[src/rtl/rr_arb_pkg.sv]
// rtl/rr_arb_pkg.sv - shared widths, state type and rotate-priority helper for rr_mux4_arbiter
package rr_arb_pkg;

  localparam int NUM_REQ = 4;
  localparam int DATA_W  = 16;
  localparam int SEL_W   = 2;

  typedef enum logic {
    IDLE  = 1'b0,
    BURST = 1'b1
  } state_t;

  // First set request bit at or after index start, wrapping modulo NUM_REQ.
  // Scans from the farthest offset back to the nearest so the nearest hit wins.
  // Returns start when nothing is set; callers only use it when some bit is set.
  function automatic logic [SEL_W-1:0] rr_pick(input logic [NUM_REQ-1:0] req,
                                               input logic [SEL_W-1:0]   start);
    logic [SEL_W-1:0] idx;
    rr_pick = start;
    for (int k = NUM_REQ - 1; k >= 0; k--) begin
      idx = start + SEL_W'(k);
      if (req[idx]) rr_pick = idx;
    end
  endfunction

endpackage

[src/rtl/mux4_reg16.sv]
// rtl/mux4_reg16.sv - enable-gated registered 4:1 selector with async active-low reset
module mux4_reg16
  import rr_arb_pkg::*;
(
  input  logic              clk,
  input  logic              rst_n,
  input  logic              en,
  input  logic [SEL_W-1:0]  sel,
  input  logic [DATA_W-1:0] d0,
  input  logic [DATA_W-1:0] d1,
  input  logic [DATA_W-1:0] d2,
  input  logic [DATA_W-1:0] d3,
  output logic [DATA_W-1:0] q
);

  logic [DATA_W-1:0] pick;

  // Select the candidate word for the next load.
  always_comb begin
    pick = d0;
    case (sel)
      2'd0:    pick = d0;
      2'd1:    pick = d1;
      2'd2:    pick = d2;
      default: pick = d3;
    endcase
  end

  // Load only on accept; otherwise the held word stays stable under backpressure.
  always_ff @(posedge clk or negedge rst_n) begin
    if (!rst_n) begin
      q <= '0;
    end else if (en) begin
      q <= pick;
    end
  end

endmodule

[src/rtl/rr_mux4_arbiter.sv]
// rtl/rr_mux4_arbiter.sv - round-robin arbiter with bounded bursts feeding a registered 4:1 stream
module rr_mux4_arbiter
  import rr_arb_pkg::*;
#(
  parameter int MAX_BURST = 4
) (
  input  logic               i_clk,
  input  logic               i_rst_n,
  input  logic [NUM_REQ-1:0] i_req,
  input  logic [DATA_W-1:0]  i_data_0,
  input  logic [DATA_W-1:0]  i_data_1,
  input  logic [DATA_W-1:0]  i_data_2,
  input  logic [DATA_W-1:0]  i_data_3,
  output logic [NUM_REQ-1:0] o_gnt,
  output logic               o_valid,
  output logic [DATA_W-1:0]  o_data,
  output logic [SEL_W-1:0]   o_sel,
  input  logic               i_ready
);

  localparam logic [3:0] MAX_CNT = 4'(MAX_BURST);

  state_t             state, state_nxt;
  logic [SEL_W-1:0]   last, last_nxt;
  logic [3:0]         cnt, cnt_nxt;
  logic [SEL_W-1:0]   win;
  logic [SEL_W-1:0]   rr_start;
  logic [NUM_REQ-1:0] others;
  logic [NUM_REQ-1:0] gnt;
  logic               slot_free;
  logic               accept;

  // Pick the winner and next burst state; the previous winner keeps the path
  // while under its burst budget, or indefinitely when nobody else is asking.
  always_comb begin
    slot_free = !o_valid || i_ready;
    accept    = slot_free && (|i_req);
    rr_start  = last + SEL_W'(1);
    others    = i_req & ~(NUM_REQ'(1) << last);
    win       = rr_pick(i_req, rr_start);
    state_nxt = state;
    cnt_nxt   = cnt;
    last_nxt  = last;
    gnt       = '0;
    if (slot_free) begin
      if (accept) begin
        state_nxt = BURST;
        cnt_nxt   = 4'd1;
        if ((state == BURST) && i_req[last] && ((cnt < MAX_CNT) || (others == '0))) begin
          win     = last;
          cnt_nxt = (cnt < MAX_CNT) ? 4'(cnt + 4'd1) : cnt;
        end
        last_nxt = win;
        gnt      = NUM_REQ'(1) << win;
      end else begin
        state_nxt = IDLE;
        cnt_nxt   = '0;
      end
    end
  end

  // No grant may escape while reset is held, even though gnt is combinational.
  assign o_gnt = i_rst_n ? gnt : '0;

  // Arbitration state and output stream flags.
  always_ff @(posedge i_clk or negedge i_rst_n) begin
    if (!i_rst_n) begin
      state   <= IDLE;
      cnt     <= '0;
      last    <= SEL_W'(NUM_REQ - 1);
      o_valid <= 1'b0;
      o_sel   <= '0;
    end else begin
      state <= state_nxt;
      cnt   <= cnt_nxt;
      last  <= last_nxt;
      if (slot_free) o_valid <= |i_req;
      if (accept)    o_sel   <= win;
    end
  end

  mux4_reg16 u_mux (
    .clk   (i_clk),
    .rst_n (i_rst_n),
    .en    (accept),
    .sel   (win),
    .d0    (i_data_0),
    .d1    (i_data_1),
    .d2    (i_data_2),
    .d3    (i_data_3),
    .q     (o_data)
  );

endmodule

[config.mk]
export PLATFORM = sky130hd
export DESIGN_NAME = rr_mux4_arbiter
export DESIGN_NICKNAME = d
export VERILOG_FILES = /design/src/rtl/rr_arb_pkg.sv /design/src/rtl/mux4_reg16.sv /design/src/rtl/rr_mux4_arbiter.sv
export SDC_FILE = /design/constraint.sdc
export NUM_CORES = 1
export LEC_CHECK = 0
export CAP_MARGIN = 25
export CORE_MARGIN = 3
export CORE_UTILIZATION = 42
export CTS_CLUSTER_DIAMETER = 60
export DETAILED_ROUTE_END_ITERATION = 16
export PLACE_DENSITY = 0.85
export SLEW_MARGIN = 15
export SYNTH_ARGS = -nofsm -noshare
export SYNTH_HDL_FRONTEND = slang
export SYNTH_SLANG_ARGS = --single-unit
[constraint.sdc]
create_clock -name i_clk -period 6.52 [get_ports i_clk]
set_input_delay 1.956 -clock i_clk [delete_from_list [all_inputs] [get_ports i_clk]]
set_output_delay 1.956 -clock i_clk [all_outputs]
set_load 0.01 [all_outputs]
Word level (Yosys, flattened, before mapping)

Index checks and enable logic that the tools add are counted.

Muxes and demuxes: 27
Bitwise gates (word level): 2
Shift operators: 2
Magnitude comparators: 6
$add $sub $neg: 5
Reductions and logical operators: 11
Eq/ne operators: 3

Operators by type and width:

| cell                | number |
|---|---|
| $pmux 16 s3         | 1 |
| $mux 4              | 6 |
| $mux 2              | 9 |
| $lt 2x3->1 const B  | 5 |
| $bmux 1 s2          | 5 |
| $shl 1x2->4 const A | 2 |
| $mux 1              | 6 |
| $add 2x1->2 const B | 2 |
| $add 2x2->2 const B | 2 |
| $add 4x1->4 const B | 1 |
| $and 4x4->4         | 1 |
| $logic_not 4->1     | 1 |
| $lt 4x3->1 const B  | 1 |
| $not 4->4           | 1 |
| $reduce_and 2->1    | 2 |
| $reduce_or 4->1     | 1 |
| $logic_and 1x1->1   | 3 |
| $ne 3x3->1 const B  | 1 |
| $eq 2x1->1 const B  | 1 |
| $eq 2x2->1 const B  | 1 |
| $logic_not 2->1     | 1 |
| $logic_or 1x1->1    | 2 |
| $logic_not 1->1     | 1 |

Bits in registers: 26

Longest topological paths before layout

Depth after elaboration: 15
Gate-level depth with buffers: 10
Depth with buffers taken out: 8

Modules after synthesis

Synthesis repeated with hierarchy kept, for this count alone.

Cell total of the unflattened synthesis: 187
Area total of the unflattened synthesis: 2034.5 um^2

By module, submodules not included:

| module          | instances | area each (um^2) | cells an instance |
|---|---|---|---|
| mux4_reg16      | 1         | 1141.1           | 90 |
| rr_mux4_arbiter | 1         | 893.4            | 97 |

Least setup slack after synthesis

OpenSTA, ideal clock, no wires.

Path type: input to output
Start: in i_req[3]
End: out o_gnt[0]
Data arrival time: 3527 ps
Data required time: 4564 ps
Slack: 1037 ps
Cell stages on the path: 5
Path buffers: 1
Cells stage by stage: buf_2 -> mux4_2 -> nand3_1 -> mux2_2 -> nor4b_1

Cells in the longest elaborated chain, start to end: 13

RTL lines:

| element                      | line                  | RTL |
|---|---|---|
| from (decl)                  | rr_mux4_arbiter.sv:9  | `input logic [NUM_REQ-1:0] i_req,` |
| $bmux 1 s2                   | rr_arb_pkg.sv:22      | `if (req[idx]) rr_pick = idx;` |
| $mux 1 (implied by the code) | rr_arb_pkg.sv:22      |  |
| $mux 2 (4 in series)         | rr_arb_pkg.sv:22      |  |
| $mux 2                       | rr_mux4_arbiter.sv:49 | `if ((state == BURST) && i_req[last] && ((cnt < MAX_CNT) \|\| (others == '0))) begin` |
| $mux 2                       | rr_mux4_arbiter.sv:46 | `if (accept) begin` |
| $mux 2                       | rr_mux4_arbiter.sv:45 | `if (slot_free) begin` |
| $shl 1x2->4                  | rr_mux4_arbiter.sv:54 | `gnt = NUM_REQ'(1) << win;` |
| $mux 4 (*)                   | rr_mux4_arbiter.sv:46 |  |
| $mux 4 (*)                   | rr_mux4_arbiter.sv:45 |  |
| $mux 4 (*)                   | rr_mux4_arbiter.sv:63 | `assign o_gnt = i_rst_n ? gnt : '0;` |
| to (decl)                    | rr_mux4_arbiter.sv:14 | `output logic [NUM_REQ-1:0] o_gnt,` |

Every way passes the cells marked *; elsewhere a longest branch is shown, timed or not. The select of a mux whose other input is x is not followed.

Final worst setup path

Start: in i_req[0]
End: out o_gnt[2]

The elaborated chain is that of the path after synthesis.

==> out/results.ini <==
[floorplan]
core_area_sq_mm = 0.00385
die_y_microns = 70.7
start_util_pct = 45.6
ios = 94
die_x_microns = 70.7
row_count = 22
die_area_sq_mm = 0.00499

[layout]
num_antenna_cells = 0
drive_gt1_share_pct = 8.52
areaGrowthSynthToFinish_pct = 58.9
final_area_sq_mm = 0.00279
finalNetCount = 347

[placement]
io_buffers = 93
place_area_sq_mm = 0.00272
dp_hpwl_microns = 4020
place_congestion = 0.887

[global_route]
grt_max_degree = 33
grt_antenna_before_repair = 0
grt_pass1_vias = 1729
grt_pass1_wl_microns = 8550
grt-ovfl-total = 0
grt_usage_pct = 21.3

[clocking]
clockRootBuffer = clkbuf_8
ctsHoldBuffers = 0
clkLatencyLatePin_ns = 0.27
clkTransAtPathRegs_ns = 0.08
cts_sinks = 26
cts_buffer_depth = 2
cts_buffers = 3
cts_resized = 0
postCtsSetupBuffers = 0
cts_tree = done
htreeDepth = 1

[power_and_ir_drop]
internal_power_mw = 0.656
p_seq_share_pct = 26.1
swShare_pct = 40.5
switchingPower_mw = 0.447
pwr-share-comb_pct = 61.8
ir_drop_mv = 0.274
p_leak_nw = 1.12
clkPwrFrac_pct = 12.1
powerDensity_mw_per_mm2 = 395

[outcome]
status = complete, no violations

[detailed_routing]
wl_met2_microns = 2430
wl_met1_microns = 2340
wl_microns = 5300
antenna_left = 0
drt_first_pass_iters = 4
route.met3.wl_microns = 470
vias = 1828
drt-initial-drc-count = 69
drc_errors = 0
highest_layer = met4
wire_per_inst_microns = 16.7
vias_per_cell = 5.75

[timing]
rsz0062_at_grt = no
slew_viol_final = 0
post-route-min-period_ns = 6.35
finalSetupTns_ns = 0
clock.fmax_mhz = 158
max_slew_margin_pct = 37.0
finalSetupViolations = 0
worstMarginPinSlew_ns = 0.927
finalHoldViolCount = 0
fin_worst_skew_ns = 0.00602
min_period_over_period_pct = 97.3

[logic_synthesis]
synth-async-reset-ratio_pct = 100
seq_area_frac_synth_pct = 37.2
synth_cells = 178
avgSynthCellArea_sq_um = 9.86
yosysWarnings = 0
synth_edf_count = 0
syn-num-nets = 254
syn-cell-area_sq_mm = 0.00176
synth_seq_cells = 26
ys_types = 40
synth_ff_type = dfrtp_1

[worst_setup_path]
rr_worst_depth = 8
critPathLaunchType = input port
crit_required_ns = 4.56
path_max_fanout = 7
critical_path_class = input port to output port
crit_path_end_kind = output port
critPathArrivalTime_ns = 4.39

[job]
drv_cap = 0

[hold_path]
whs_path_depth = 2
hp-class = flip-flop to flip-flop

[placed cells by master, fill, tap and decap left out, types with 3 or more instances in the layout]
cell,synthesis,routed
nand2b_1,6,6
nor2_1,9,9
dfrtp_1,24,24
ha_1,5,5
clkbuf_8,0,3
nand3_1,20,20
clkdlybuf4s50_1,0,93
mux2i_1,18,18
o211ai_1,16,16
inv_1,5,5
o21ai_0,4,4
a32oi_1,16,16
a21oi_1,6,6
buf_4,0,8
nand2_1,8,8
[registers in the layout, indices dropped and copies added (netlist names)]
name / flops
last: 2
cnt: 4
state: 1
o_valid: 1
u_mux.q: 16
o_sel: 2
[kinds of logic (layout without fill, tap and decap cells)]
kind of cell,Yosys count,count (layout),synth area share [%]
multiplexers,22,22,13.8
flip-flops,26,26,37.2
AO/OA/AOI/OAI,52,52,22.3
AND/OR/NAND/NOR,55,55,17.0
adder cells (fa/ha/maj),5,5,3.56
buffers and inverters,18,110,6.13
[layout make-up]
class	instances	area (sq um)
Clock buffer	3	41.3
Clock inverter	1	30.0
Fill cell	298	1060
Inverter	5	18.8
Multi-Input combinational cell	134	995
Sequential cell	26	653
Tap cell	48	60.1
Timing Repair Buffer	101	991
[critical path, stage by stage]
cell and delay [ns]:
clkdlybuf4s50_1 0.62, nor2b_1 0.29, a21oi_1 0.08, o221a_2 0.31
mux2_2 0.30, nor2_1 0.12, and3_1 0.17, clkdlybuf4s50_1 0.54
[path summary, 6_finish.rpt]
| kind | start | to | slack (ns) |
|---|---|---|---|
| max | i_req[0] | o_gnt[2] | 0.17 |
| min | o_sel[0] | o_sel[0] | 0.50 |
| max reg2reg | last[0] | u_mux.q[0] | 3.64 |
| min reg2reg | o_sel[0] | o_sel[0] | 0.50 |
| max in group asynchronous | i_rst_n | last[1] | 3.99 |
| min in group asynchronous | i_rst_n | cnt[0] | 2.22 |
[cells in the mapped netlist, types with 2 or more instances]
| cell type | n | area share [%] |
|---|---|---|
| dfstp_2 | 2 | 3.0 |
| nor2b_1 | 2 | 0.71 |
| and3_1 | 2 | 0.71 |
| a21oi_1 | 6 | 1.7 |
| nor2_1 | 9 | 1.9 |
| a32oi_1 | 16 | 8.0 |
| nand3_1 | 20 | 5.7 |
| inv_1 | 5 | 1.1 |
| mux2i_1 | 18 | 10 |
| nand2b_1 | 6 | 2.1 |
| nand2_1 | 8 | 1.7 |
| buf_2 | 4 | 1.1 |
| clkbuf_1 | 6 | 1.3 |
| ha_1 | 5 | 3.6 |
| o21a_1 | 2 | 0.86 |
| o21ai_0 | 4 | 1.1 |
| dfrtp_1 | 24 | 34 |
| nor3_1 | 2 | 0.57 |
| o211ai_1 | 16 | 6.8 |
[power groups by stage]
stage / sequential [mW] / combinational, mW / clock, mW
finish: 0.288 / 0.681 / 0.133
global route: 0.295 / 0.743 / 0.143
CTS: 0.286 / 0.686 / 0.136
detailed placement: 0.289 / 0.684 / 0
global placement: 0.287 / 0.673 / 0
floorplan: 0.303 / 0.441 / 0
[routing by layer]
layer	track usage (%)	vias up
li1	-	873
met2	34.6	89
met1	28.5	856
met5	0	-
met3	5.97	10
met4	4.38	0
[per-stage QoR]
step                util, %  worst slack, ns  cells  power, mW  hold slack, ns
global placement       70.5            0.226    314      0.960           0.471
detailed placement     70.5            0.169    314      0.973           0.481
floorplan                 -             1.04    178      0.744           0.454
finish                 72.4            0.173    318       1.10           0.502
CTS                    72.4            0.166    318       1.11           0.503
global route           72.4           0.0479    318       1.18           0.541
No activity file was read; power rests on OpenSTA's default activity.
==> patch 1, RTL diff (same flow settings) <==
Reset style: synchronous (`i_rst_n` and `rst_n`), changed in 2 clocked blocks. Comments in the files are not updated.
--- a/src/rtl/mux4_reg16.sv
+++ b/src/rtl/mux4_reg16.sv
@@ -28,5 +28,5 @@
 
   // Load only on accept; otherwise the held word stays stable under backpressure.
-  always_ff @(posedge clk or negedge rst_n) begin
+  always_ff @(posedge clk) begin
     if (!rst_n) begin
       q <= '0;
--- a/src/rtl/rr_mux4_arbiter.sv
+++ b/src/rtl/rr_mux4_arbiter.sv
@@ -64,5 +64,5 @@
 
   // Arbitration state and output stream flags.
-  always_ff @(posedge i_clk or negedge i_rst_n) begin
+  always_ff @(posedge i_clk) begin
     if (!i_rst_n) begin
       state   <= IDLE;
Check against the original RTL: differs if i_rst_n is asserted again (counterexample within 4 cycles, from zero or initial values and one cycle with i_rst_n low); with i_rst_n held inactive, the same outputs for 10 cycles.
==> patch 1 against the unedited design <==
Routed wire length increased by 0.21%; final area fell by 0.40%; sequential cell count unchanged; core utilization increased by 0.75 points; first-iteration DRC count decreased by 23%; area after synthesis shrank 2.7%; worst setup slack got worse by 0.084 ns; die area is 2.5% lower; register-to-register slack got worse by 0.24 ns; non-clock buffer count is 2 higher.
Power is not compared: it rests on default switching activity, and its combinational part moved more than twofold at a synthesized area within 25%.
==> patch 1: results (changes against the unedited design) <==
outcome=completed; crit path DAT=4.47 ns (+0.08 ns); Commonest cells post-synth=mux2i_1 (33), dfxtp_1 (26), nand2_1 (18); GRT Util Overall=21.3% (about the same); largest net degree at the start of global routing=18 (-45%); Signal buf overhead=36.2% (+0.68 points); worst slew pin tran=0.955 ns (+0.0287 ns); DP Area=2680 µm² (-1.4%); Hold WC Path Type=flip-flop to flip-flop; multi-input combinational area share=39.9% (+4.2 points); fraction of area in registers=18.7% (-4.7 points); area of the multi-input gates=1110 µm² (+11%); met3 wire length=233 µm (-50%); comb_multi_in=133 (-0.75%); Critical Path Max Stage Delay=0.59 ns (-0.03 ns); clock-pin slew on the worst setup and hold paths=0.10 ns (+0.02 ns); syn nets=247 (-2.8%); Async SR Flop Fraction=0% (-100 points); Synth area leaders=dfxtp_1 (30%), mux2i_1 (19%), o221ai_1 (8.2%); Root Buffer Master=clkbuf_8; routed length per instance=16.8 µm (+0.52%); Clock buf/inv share=2.57% (+0.010 points); Final Skew=0.00959 ns (+0.00357 ns); M1 WL=2200 µm (-6.1%); Non-clk bufs=103 (+2.0%); Iter 0 DRT Violations=53 (-23%); Skew-Pair Late Insertion Delay=0.28 ns; cells after synthesis=171 (-3.9%); delay-heaviest family, CP=buffers and inverters; Via-to-Cell Ratio=5.35 (-6.9%); first-pass GRT wire length=8370 µm (-2.1%); biggest regs=u_mux.q (16), cnt (4); drt first pass iters=4 (unchanged); M3 GR Usage=5.36% (-0.60 points); # diodes=0 (unchanged); sequential power=0.208 mW; P_sw=0.208 mW; HPWL Detailed=4120 µm (+2.6%); overall power=0.651 mW; Final GP Congestion=0.857 (-3.4%); Placed Cells=310 (-1.3%); Filler Cell Count=268 (-10%); inverter count=3 (-2); met2 WL=2770 µm (+14%); met2 Resource Use GR=37.9% (+3.3 points); Max FO, Critical Path=7 (unchanged); vias=1696 (-7.2%); share of cells above drive strength 1=10.8% (+2.3 points); sequential element share of the synthesized area=30.5% (-6.7 points); Yosys cell types=42 (+5.0%); met1 Use GR=24.2% (-4.3 points); setup slack at placement=0.0893 ns (-0.0794 ns); Peak supply drop=0.209 mV; Seq Cell Count=26 (unchanged); Nets=346 (-0.29%)
patch 1: cell count changes after synthesis, moves of 10 or more:
cell      change
nand3_1      -17
o221ai_1     +16
a32oi_1      -16
dfrtp_1      -24
dfxtp_1      +26
o211ai_1     -16
nand2_1      +10
mux2i_1      +15
patch 1: repair_timing:
action / 4_1_cts / 5_1_grt
setup endpoints to repair: 0 / 2
gates resized for setup: 0 / 1
buffers inserted: 0 / 3
patch 1: path summary, 6_finish.rpt:
path	startpoint	end	slack, ns	depth (start not counted)
setup reg to reg	last[0]	u_mux.q[3]	3.40	9
hold reg to reg	u_mux.q[6]	u_mux.q[6]	0.47	2
setup / recovery	i_req[3]	o_gnt[0]	0.09	8
hold / removal	u_mux.q[6]	u_mux.q[6]	0.47	2
patch 1: cell families after synthesis:
group / after synthesis / share of synthesized area [%]
buf+inv: 12 / 4.83
simple gates: 52 / 18.6
compound gates: 40 / 20.4
fa+ha+maj: 5 / 3.66
flops: 26 / 30.5
mux: 36 / 22.0
==> patch 2, RTL diff (same flow settings) <==
Made on the original files. Change the package constant `NUM_REQ` from 4 to 8.
--- a/src/rtl/rr_arb_pkg.sv
+++ b/src/rtl/rr_arb_pkg.sv
@@ -2,5 +2,5 @@
 package rr_arb_pkg;
 
-  localparam int NUM_REQ = 4;
+  localparam int NUM_REQ = 8;
   localparam int DATA_W  = 16;
   localparam int SEL_W   = 2;
Interface: changed (resized i_req and o_gnt); port bits go from 94 to 102. No check against the original RTL was run, so the function may have changed too.
==> patch 2 against the unedited design <==
Final area grew 43%; area after synthesis is 64% higher; final cell count up 72%; critical path depth up 1; combinational power is 72% higher; core utilization decreased by 11 points; routed wire length increased by 98%; global-route usage grew 4.4 points; sequential cell count stayed put; worst setup slack lost 0.067 ns; total power up 45%.
==> patch 2: results (changes against the unedited design) <==
complex-gate fraction of the synthesized area=40.0% (+18 points); DP Area=3860 µm² (+42%); outcome=completed; top-count cell post-synth=nand2_1; GRT Util Overall=25.7% (+4.4 points); HPWL Detailed=7020 µm (+74%); vias in the first global route=3377 (+95%); setup slack at placement=-0.0367 ns (-0.205 ns); crit path DAT=4.46 ns (+0.07 ns); initial antenna violation count=0 (unchanged); Combinational Power Share=73.0% (+11 points); Iter 0 DRT Violations=403 (+480%); Via-to-Cell Ratio=6.57 (+14%); share of cells above drive strength 1=10.0% (+1.5 points); port bufs=97 (+4.3%); biggest regs=u_mux.q (16), cnt (4); Worst R2R End=u_mux.q[2]; Hold Path Sink=u_mux.q[5]; crit path to=o_gnt[0]; Max FO, Critical Path=4 (-3); first-pass GRT wire length=16400 µm (+92%); design area=3990 µm² (+43%); Final GP Congestion=0.859 (-3.1%); P_int=0.784 mW (+20%); Filler Cell Count=573 (+92%); Placed Cells=538 (+71%); hold path start=u_mux.q[5]; Post-CTS Resized=1 (+1); Peak supply drop=0.314 mV (+15%); cells after synthesis=391 (+120%); Worst R2R Setup Slack=2.74 ns (-0.90 ns); Clock Power Share=6.8% (-5.3 points); xor/xnor cell area share of the yosys netlist=0% (unchanged); final WL=10500 µm (+98%); Static Leak=1.61 nW (+44%); routed length per instance=19.2 µm (+16%); adder-cell share of the synthesized area=2.17% (-1.4 points); R2R Path Start=last[0]; Critical Path Max Stage Delay=0.53 ns (-0.09 ns); worst hold slack=0.503 ns (+0.000375 ns); crit path from=i_req[6]; post-synthesis mux area share=0.826% (-13 points); sequential element share of the synthesized area=22.7% (-15 points); worst slew pin tran=1.04 ns (+0.110 ns); largest net degree at the start of global routing=44 (+33%); Final Skew=0.00483 ns (-0.00119 ns); Nets=550 (+59%); FMAX=156 MHz (-1.0%); Yosys cell types=51 (+28%); hold depth=2 (unchanged); Synth area leaders=dfrtp_1 (21%), a211oi_1 (13%), nand2_1 (12%)
## patch 2: cell count changes after synthesis, moves of 14 or more
cell,unedited run,this run
nand3_1,20,1
nand2_1,8,89
o31ai_1,0,15
a211oi_1,0,49
inv_1,5,24
nand4_1,1,15
o211ai_1,16,1
a311oi_1,0,17
clkbuf_1,6,30
a32oi_1,16,0
mux2i_1,18,1
a22oi_1,0,15
## patch 2: per-layer routing
metal	share of wire (%)	GRT usage (%)	up-vias
met1	41	35.0	1671
met2	47	42.6	253
li1	-	-	1626
met5	0	0	-
met3	9.7	3.07	35
met4	2.2	7.69	0
## patch 2: area by class of cell
cell class / count / share of cell area [%]
multi-input combinational: 298 / 49.5
inverter: 25 / 2.35
clock buffer: 4 / 1.38
sequential: 26 / 16.4
timing repair buffer: 116 / 28.0
tap: 77 / 2.41
## patch 2: kinds of logic after synthesis
| family | after synthesis |
|---|---|
| simple gates | 144 |
| other cells | 1 |
| flops | 26 |
| compound gates | 143 |
| buf+inv | 70 |
| fa+ha+maj | 5 |
| mux | 2 |
